`config.mk`:
```
export PLATFORM = sky130hd
export DESIGN_NAME = key_scan_flat
export DESIGN_NICKNAME = d
export VERILOG_FILES = /design/src/rtl/key_scan_pkg.sv /design/src/rtl/key_scan_if.sv /design/src/rtl/key_scan_sync_2ff.sv /design/src/rtl/key_scan.sv /design/src/flat_wrapper.sv
export SDC_FILE = /design/constraint.sdc
export NUM_CORES = 1
export LEC_CHECK = 0
export CAP_MARGIN = 20
export CORE_MARGIN = 8
export CORE_UTILIZATION = 45
export CTS_BUF_LIST = sky130_fd_sc_hd__clkbuf_2
export CTS_CLUSTER_DIAMETER = 200
export DETAILED_ROUTE_END_ITERATION = 7
export DONT_BUFFER_PORTS = 1
export GPL_TIMING_DRIVEN = 1
export PLACE_DENSITY = 0.65
export SLEW_MARGIN = 20
export SYNTH_ARGS = -nofsm -noshare
export SYNTH_HDL_FRONTEND = slang
export SYNTH_SLANG_ARGS = --single-unit
```
`constraint.sdc`:
```
create_clock -name clk -period 8.15 [get_ports clk]
set_input_delay 1.63 -clock clk [delete_from_list [all_inputs] [get_ports clk]]
set_output_delay 1.63 -clock clk [all_outputs]
set_load 0.05 [all_outputs]
```
`src/rtl/key_scan_pkg.sv`:
```
// Shared constants, types and helpers for the 4x4 keypad scanner.
// A matrix bit index is row*KS_COLS+col, with 1 meaning the key is down.
package key_scan_pkg;

  localparam int KS_ROWS   = 4;
  localparam int KS_COLS   = 4;
  localparam int KS_CODE_W = 4;
  localparam int KS_KEYS   = KS_ROWS * KS_COLS;

  localparam logic [KS_COLS-1:0] KS_COL_RESET = 4'b1110;

  typedef logic [KS_KEYS-1:0] ks_matrix_t;

  function automatic logic ks_is_single(input ks_matrix_t m);
    int n;
    n = 0;
    for (int i = 0; i < KS_KEYS; i++) n = n + int'(m[i]);
    return (n == 1);
  endfunction

  function automatic logic [KS_CODE_W-1:0] ks_code(input ks_matrix_t m);
    logic [KS_CODE_W-1:0] code;
    code = '0;
    for (int i = 0; i < KS_KEYS; i++) begin
      if (m[i]) code = KS_CODE_W'(i);
    end
    return code;
  endfunction

endpackage

```
`src/rtl/key_scan_if.sv`:
```
// Keypad matrix and key-event bundle between the scanner (master) and
// the panel / control logic (slave).
interface key_scan_if;
  import key_scan_pkg::*;

  logic [KS_ROWS-1:0]   row_n;
  logic [KS_COLS-1:0]   col_n;
  logic [KS_CODE_W-1:0] key_code;
  logic                 key_valid;
  logic                 key_release;
  logic                 key_held;

  modport master (
    input  row_n,
    output col_n, key_code, key_valid, key_release, key_held
  );

  modport slave (
    output row_n,
    input  col_n, key_code, key_valid, key_release, key_held
  );
endinterface

```
`src/rtl/key_scan_sync_2ff.sv`:
```
// Two-flop synchronizer; resets to all-ones because the synchronized
// inputs are active-low and idle high.
module sync_2ff #(
  parameter int WIDTH = 4
) (
  input  logic             clk,
  input  logic             rst,
  input  logic [WIDTH-1:0] i_d,
  output logic [WIDTH-1:0] o_q
);

  logic [WIDTH-1:0] r_meta;
  logic [WIDTH-1:0] r_sync;

  always_ff @(posedge clk) begin
    if (rst) begin
      r_meta <= '1;
      r_sync <= '1;
    end else begin
      r_meta <= i_d;
      r_sync <= r_meta;
    end
  end

  assign o_q = r_sync;

endmodule

```
`src/rtl/key_scan.sv`:
```
// 4x4 keypad scanner: rotates an active-low column, snapshots the rows
// into a full-matrix frame, debounces whole frames and emits press/release events.
module key_scan
  import key_scan_pkg::*;
#(
  parameter int SCAN_DIV        = 5000,
  parameter int DEBOUNCE_FRAMES = 8
) (
  input  logic       clk,
  input  logic       reset_n,
  key_scan_if.master kif
);

  localparam int DIV_W = (SCAN_DIV > 1) ? $clog2(SCAN_DIV) : 1;
  localparam int CNT_W = $clog2(DEBOUNCE_FRAMES + 1);
  localparam int COL_W = $clog2(KS_COLS);
  localparam logic [DIV_W-1:0] DIV_LAST = DIV_W'(SCAN_DIV - 1);
  localparam logic [CNT_W-1:0] CNT_MAX  = CNT_W'(DEBOUNCE_FRAMES);
  localparam logic [COL_W-1:0] COL_LAST = COL_W'(KS_COLS - 1);

  logic [KS_ROWS-1:0]   w_rows_n;
  logic [DIV_W-1:0]     r_div;
  logic [COL_W-1:0]     r_col;
  logic [KS_COLS-1:0]   r_col_n;
  ks_matrix_t           r_snap;
  ks_matrix_t           r_prev;
  ks_matrix_t           r_deb;
  ks_matrix_t           w_deb_nxt;
  logic [CNT_W-1:0]     r_cnt;
  logic [CNT_W-1:0]     w_cnt_nxt;
  logic                 r_frame_p1;
  logic                 w_tick;
  logic                 w_press;
  logic                 w_release;
  logic                 r_valid;
  logic                 r_release;
  logic                 r_held;
  logic [KS_CODE_W-1:0] r_code;

  sync_2ff #(.WIDTH(KS_ROWS)) u_row_sync (
    .clk (clk),
    .rst (reset_n),
    .i_d (kif.row_n),
    .o_q (w_rows_n)
  );

  assign w_tick = (r_div == DIV_LAST);

  // Stage 0: column drive and per-column row capture into the frame snapshot
  always_ff @(posedge clk) begin
    if (reset_n) begin
      r_div      <= '0;
      r_col      <= '0;
      r_col_n    <= KS_COL_RESET;
      r_snap     <= '0;
      r_frame_p1 <= 1'b0;
    end else begin
      r_frame_p1 <= w_tick && (r_col == COL_LAST);
      if (w_tick) begin
        r_div   <= '0;
        r_col   <= r_col + 1'b1;
        r_col_n <= {r_col_n[KS_COLS-2:0], r_col_n[KS_COLS-1]};
        for (int r = 0; r < KS_ROWS; r++) begin
          r_snap[r*KS_COLS + int'(r_col)] <= ~w_rows_n[r];
        end
      end else begin
        r_div <= r_div + 1'b1;
      end
    end
  end

  always_comb begin
    w_cnt_nxt = r_cnt;
    w_deb_nxt = r_deb;
    if (r_frame_p1) begin
      if (r_snap == r_prev) begin
        w_cnt_nxt = (r_cnt == CNT_MAX) ? r_cnt : r_cnt + 1'b1;
      end else begin
        w_cnt_nxt = CNT_W'(1);
      end
      if (w_cnt_nxt == CNT_MAX) w_deb_nxt = r_snap;
    end
  end

  // A press needs an all-released prior state, which also rejects multi->single.
  assign w_press   = (r_deb == '0) && ks_is_single(w_deb_nxt);
  assign w_release = (r_deb != '0) && (w_deb_nxt == '0);

  // Stage 1: frame evaluation, debounced state and registered events
  always_ff @(posedge clk) begin
    if (reset_n) begin
      r_prev    <= '0;
      r_cnt     <= '0;
      r_deb     <= '0;
      r_valid   <= 1'b0;
      r_release <= 1'b0;
      r_held    <= 1'b0;
      r_code    <= '0;
    end else begin
      if (r_frame_p1) r_prev <= r_snap;
      r_cnt     <= w_cnt_nxt;
      r_deb     <= w_deb_nxt;
      r_valid   <= w_press;
      r_release <= w_release;
      r_held    <= (w_deb_nxt != '0);
      if (w_press) r_code <= ks_code(w_deb_nxt);
    end
  end

  assign kif.col_n       = r_col_n;
  assign kif.key_code    = r_code;
  assign kif.key_valid   = r_valid;
  assign kif.key_release = r_release;
  assign kif.key_held    = r_held;

endmodule

```
`src/flat_wrapper.sv`:
```
// flat-port wrapper written by rule: the top's interface ports become plain ports
module key_scan_flat import key_scan_pkg::*;
#(
  parameter int SCAN_DIV        = 5000,
  parameter int DEBOUNCE_FRAMES = 8
)
  (clk, reset_n, kif_row_n, kif_col_n, kif_key_code, kif_key_valid, kif_key_release, kif_key_held);
  key_scan_if kif_i ();
  input  logic clk;
  input  logic reset_n;
  input wire logic [$bits(kif_i.row_n)-1:0] kif_row_n;
  output wire logic [$bits(kif_i.col_n)-1:0] kif_col_n;
  output wire logic [$bits(kif_i.key_code)-1:0] kif_key_code;
  output wire logic [$bits(kif_i.key_valid)-1:0] kif_key_valid;
  output wire logic [$bits(kif_i.key_release)-1:0] kif_key_release;
  output wire logic [$bits(kif_i.key_held)-1:0] kif_key_held;
  assign kif_i.row_n = kif_row_n;
  assign kif_col_n = kif_i.col_n;
  assign kif_key_code = kif_i.key_code;
  assign kif_key_valid = kif_i.key_valid;
  assign kif_key_release = kif_i.key_release;
  assign kif_key_held = kif_i.key_held;
  key_scan #(.SCAN_DIV(SCAN_DIV), .DEBOUNCE_FRAMES(DEBOUNCE_FRAMES)) u_core (.clk(clk), .reset_n(reset_n), .kif(kif_i));
endmodule
```
==> results.ini <==
[run_status]
status=finished, final reports clean

[detailed_routing]
drt_drc_violations_left=0
ant_nets=0
routed_wirelength_mm=8.113
vias=2903
drt_iter0_drc=143
vias_per_cell=5.203
wire_per_inst_um=14.54
drtPass1Iterations=4

[placement]
routabilityCongestion=0.8287
post-place-ws_ns=1.392
hpwl_mm=5.884
dp.cells=542
portBuffers=0

[clock_network]
clock_latency_ns=0.56
cts_setup_buffers=0
cts_tree=yes
cts_buffer_depth=2
htree_levels=3
clk_pin_slew_ns=0.25
numClockSinks=87
cts_hold_buf=0
ctsResizeCount=0
cts_made_buffers=9
clockRootBuffer=clkbuf_2

[global_route]
track_usage_pct=13.28
antenna_found_initial=0
grt_max_degree=77
grt_pass1_wl_mm=13.50
grt_pass1_vias=2752
overflow=0

[power_and_ir_drop]
internal_power_uw=480.3
p_seq_share_pct=66.9
switchingPower_uw=166.2
p_leak_uw=0.001732
p_comb_share_pct=0.8
p_per_area_mw_per_mm2=149.7
finalPower_uw=646.5
vdd_drop_max_uv=79.85
clkPwrFrac_pct=32.4
switching_share_pct=25.71

[synth]
synth_top_area_share_pct=41.79
syn_inst=450
synth_top_area_cell=dfxtp_1
ys_warn_count=0
synth-edff-count=0
synth_seq_cells=87
yosysSeqAreaShare_pct=41.79
syn_area_sq_mm=0.004168
synth.avg_cell_area_sq_um=9.262
async_reset_ff_share_pct=0
synth.distinct_cells=54
synth_nets=480
synthTopCellsByArea=dfxtp_1 42%, nor2_1 8.6%, mux2i_1 7.0%
synth_flop_cell=dfxtp_1

[setup_path]
worstSetupPathType=register to register
rr_worst_depth=20
start_kind=register
cp_top_family=adder cells
worstReg2RegEnd=u_core.kif.key_code[1]
rr_startpoint=u_core.r_snap[10]
crit_chain=xnor2_4 -> nand4_2 -> nor4_4 -> nand3_4 -> mux2i_1 -> ha_1 -> inv_1 -> fa_1 -> fa_1 -> inv_1 -> fa_1 -> inv_1 -> fa_1 -> inv_1 -> fa_1 -> fa_1 -> nor4b_1 -> nand3_1 -> or3_1 -> a21oi_1
crit_slowest_cell=dfxtp_1
crit_path_max_incr_delay_ns=0.60
cp-end-kind=register
ff2ff_setup_slack_ns=1.42
crit_start=u_core.r_snap[10]
crit_cells=20
crit_required_ns=8.66
critPathBufInv=4
cpMostUsedCell=fa_1
critPathArrivalTime_ns=7.24
crit_fanout=33

[finish]
fill_cells=888
layout-drive-gt1-share_pct=8.725
multi_input_area_sq_mm=0.002206
seqCellArea_sq_mm=0.001742
stdcell_count=558
n_antenna_cell=0
nets=472
area_delta_synth_final_pct=3.632

[floorplan]
die_area_sq_mm=0.01260
rows=35
core_sq_mm=0.009109
dieWidth_um=112.2
ios=17
start_util_pct=45.76
dieHeight_um=112.2

[timing]
relSlewSlack_pct=58.07
tns_ns=0
layout_min_cycle_time_ns=6.728
period_share_pct=82.55
hold_violations=0
fmax_mhz=148.6
rsz0062_at_grt=false
skew_ns=0.03162
setup_viol=0
timing.final.ws_setup_ns=1.422
slew_violations=0
worstMarginPinSlew_ns=0.6281

[min_path]
hp-start=u_core.u_row_sync.r_meta[0]
hold_end=u_core.u_row_sync.o_q[0]
whs_path_depth=1
min_path_type=register to register

[run]
drv_cap=0

[how the worst max path moves through the flow]
stage	to
2_1_floorplan	u_core.kif.key_code[1]
3_3_place_gp	u_core.kif.key_code[1]
3_5_place_dp	u_core.kif.key_code[1]
4_1_cts	u_core.kif.key_code[1]
5_1_grt	u_core.kif.key_code[1]
6_report	u_core.kif.key_code[1]
[cells in the final DEF, fill, tap and decap left out, drive strengths merged, types with 2 or more instances in the layout]
| master | netlist | layout |
|---|---|---|
| clkbuf | 13 | 10 |
| a221oi | 2 | 2 |
| clkinv | 0 | 2 |
| a211o | 4 | 4 |
| xor2 | 8 | 8 |
| a31oi | 2 | 2 |
| nor4b | 3 | 3 |
| nor2b | 4 | 4 |
| xnor2 | 21 | 21 |
| nand3 | 13 | 13 |
| ha | 14 | 14 |
| and2 | 2 | 2 |
| nor4 | 3 | 3 |
| a211oi | 18 | 18 |
| nand2b | 2 | 2 |
| a22oi | 2 | 2 |
| or2b | 2 | 2 |
| nor2 | 96 | 96 |
| a21oi | 15 | 15 |
| nand2 | 13 | 13 |
| or2 | 9 | 9 |
| fa | 10 | 10 |
| o21ai | 6 | 6 |
| nand3b | 2 | 2 |
| or4 | 3 | 3 |
| nand4 | 7 | 7 |
| inv | 33 | 37 |
| nor3 | 6 | 6 |
| mux2i | 30 | 30 |
| dfxtp | 87 | 87 |
| mux2 | 4 | 4 |
[power groups by stage]
stage / Clock [uW] / Sequential [uW] / Combinational, uW
finish: 209 / 432 / 4.97
global route: 234 / 433 / 5.98
CTS: 215 / 432 / 5.15
detailed placement: 0 / 440 / 5.16
global placement: 0 / 440 / 4.96
floorplan: 0 / 439 / 9.11
[cells by family after synthesis]
logic type / after synthesis / share of synthesized area [%]
AND/OR/NAND/NOR: 169 / 19.84
AO/OA/AOI/OAI: 54 / 8.856
multiplexers: 34 / 8.676
flip-flops: 87 / 41.79
adder cells (fa/ha/maj): 24 / 9.006
buffers and inverters: 53 / 5.284
XOR/XNOR: 29 / 6.545
[flip-flops by register name (all words and copies together), names as in the netlist]
register and flops:
u_core.r_div 13, u_core.kif.col_n 4, u_core.kif.key_code 4, u_core.r_frame_p1 1
u_core.kif.key_release 1, u_core.u_row_sync.o_q 4, u_core.r_deb 16, u_core.r_prev 16
u_core.r_snap 16, u_core.kif.key_valid 1, u_core.r_col 2, u_core.r_cnt 4
u_core.u_row_sync.r_meta 4, u_core.kif.key_held 1
[routing by layer]
layer | part of all wire (%) | track usage, % | up-vias
met3 | 6.0 | 4.777 | 12
met4 | 1.8 | 5.665 | 0
li1 | - | - | 1494
met5 | 0 | 0 | -
met1 | 50 | 17.72 | 1345
met2 | 42 | 18.79 | 52
[worst reg2reg max path, delay by kind of cell (launching register included)]
| family | cells | cell delay [ns] |
|---|---|---|
| buffers and inverters | 4 | 0.22 |
| xor gates and xnor gates | 1 | 0.16 |
| DFF | 1 | 0.60 |
| and+or+nand+nor | 6 | 2.12 |
| adders and majority gates | 7 | 3.07 |
| muxes | 1 | 0.40 |
| AOI/OAI and AO/OA | 1 | 0.14 |
[synth_stat cells, types with 3 or more instances]
cell type,number
a211o_1,4
a211oi_1,18
a21oi_1,15
clkbuf_1,13
dfxtp_1,87
fa_1,10
ha_1,14
inv_1,33
mux2_2,3
mux2i_1,29
nand2_1,13
nand3_1,12
nand4_1,6
nor2_1,96
nor2b_1,4
nor3_1,5
o21ai_0,4
or2_2,9
or4_1,3
xnor2_1,20
xor2_1,8
[cell type report]
| type | instances | share of cell area, % |
|---|---|---|
| multi-input cells | 310 | 51.07 |
| inverters | 33 | 2.868 |
| flip-flops and latches | 87 | 40.32 |
| clock inverters | 6 | 1.188 |
| well taps | 111 | 3.216 |
| clock buffers | 10 | 1.159 |
| repair buffers | 1 | 0.1738 |
[through the flow]
step | hold slack (ns) | instance area, sq um | util, %
floorplan | 0.3895 | 4168 | -
global placement | 0.3952 | 4218 | 46.30
detailed placement | 0.3942 | 4218 | 46.30
CTS | 0.4481 | 4319 | 47.42
global route | 0.4672 | 4319 | 47.42
finish | 0.4448 | 4319 | 47.42
No activity file was read; power rests on OpenSTA's default activity.
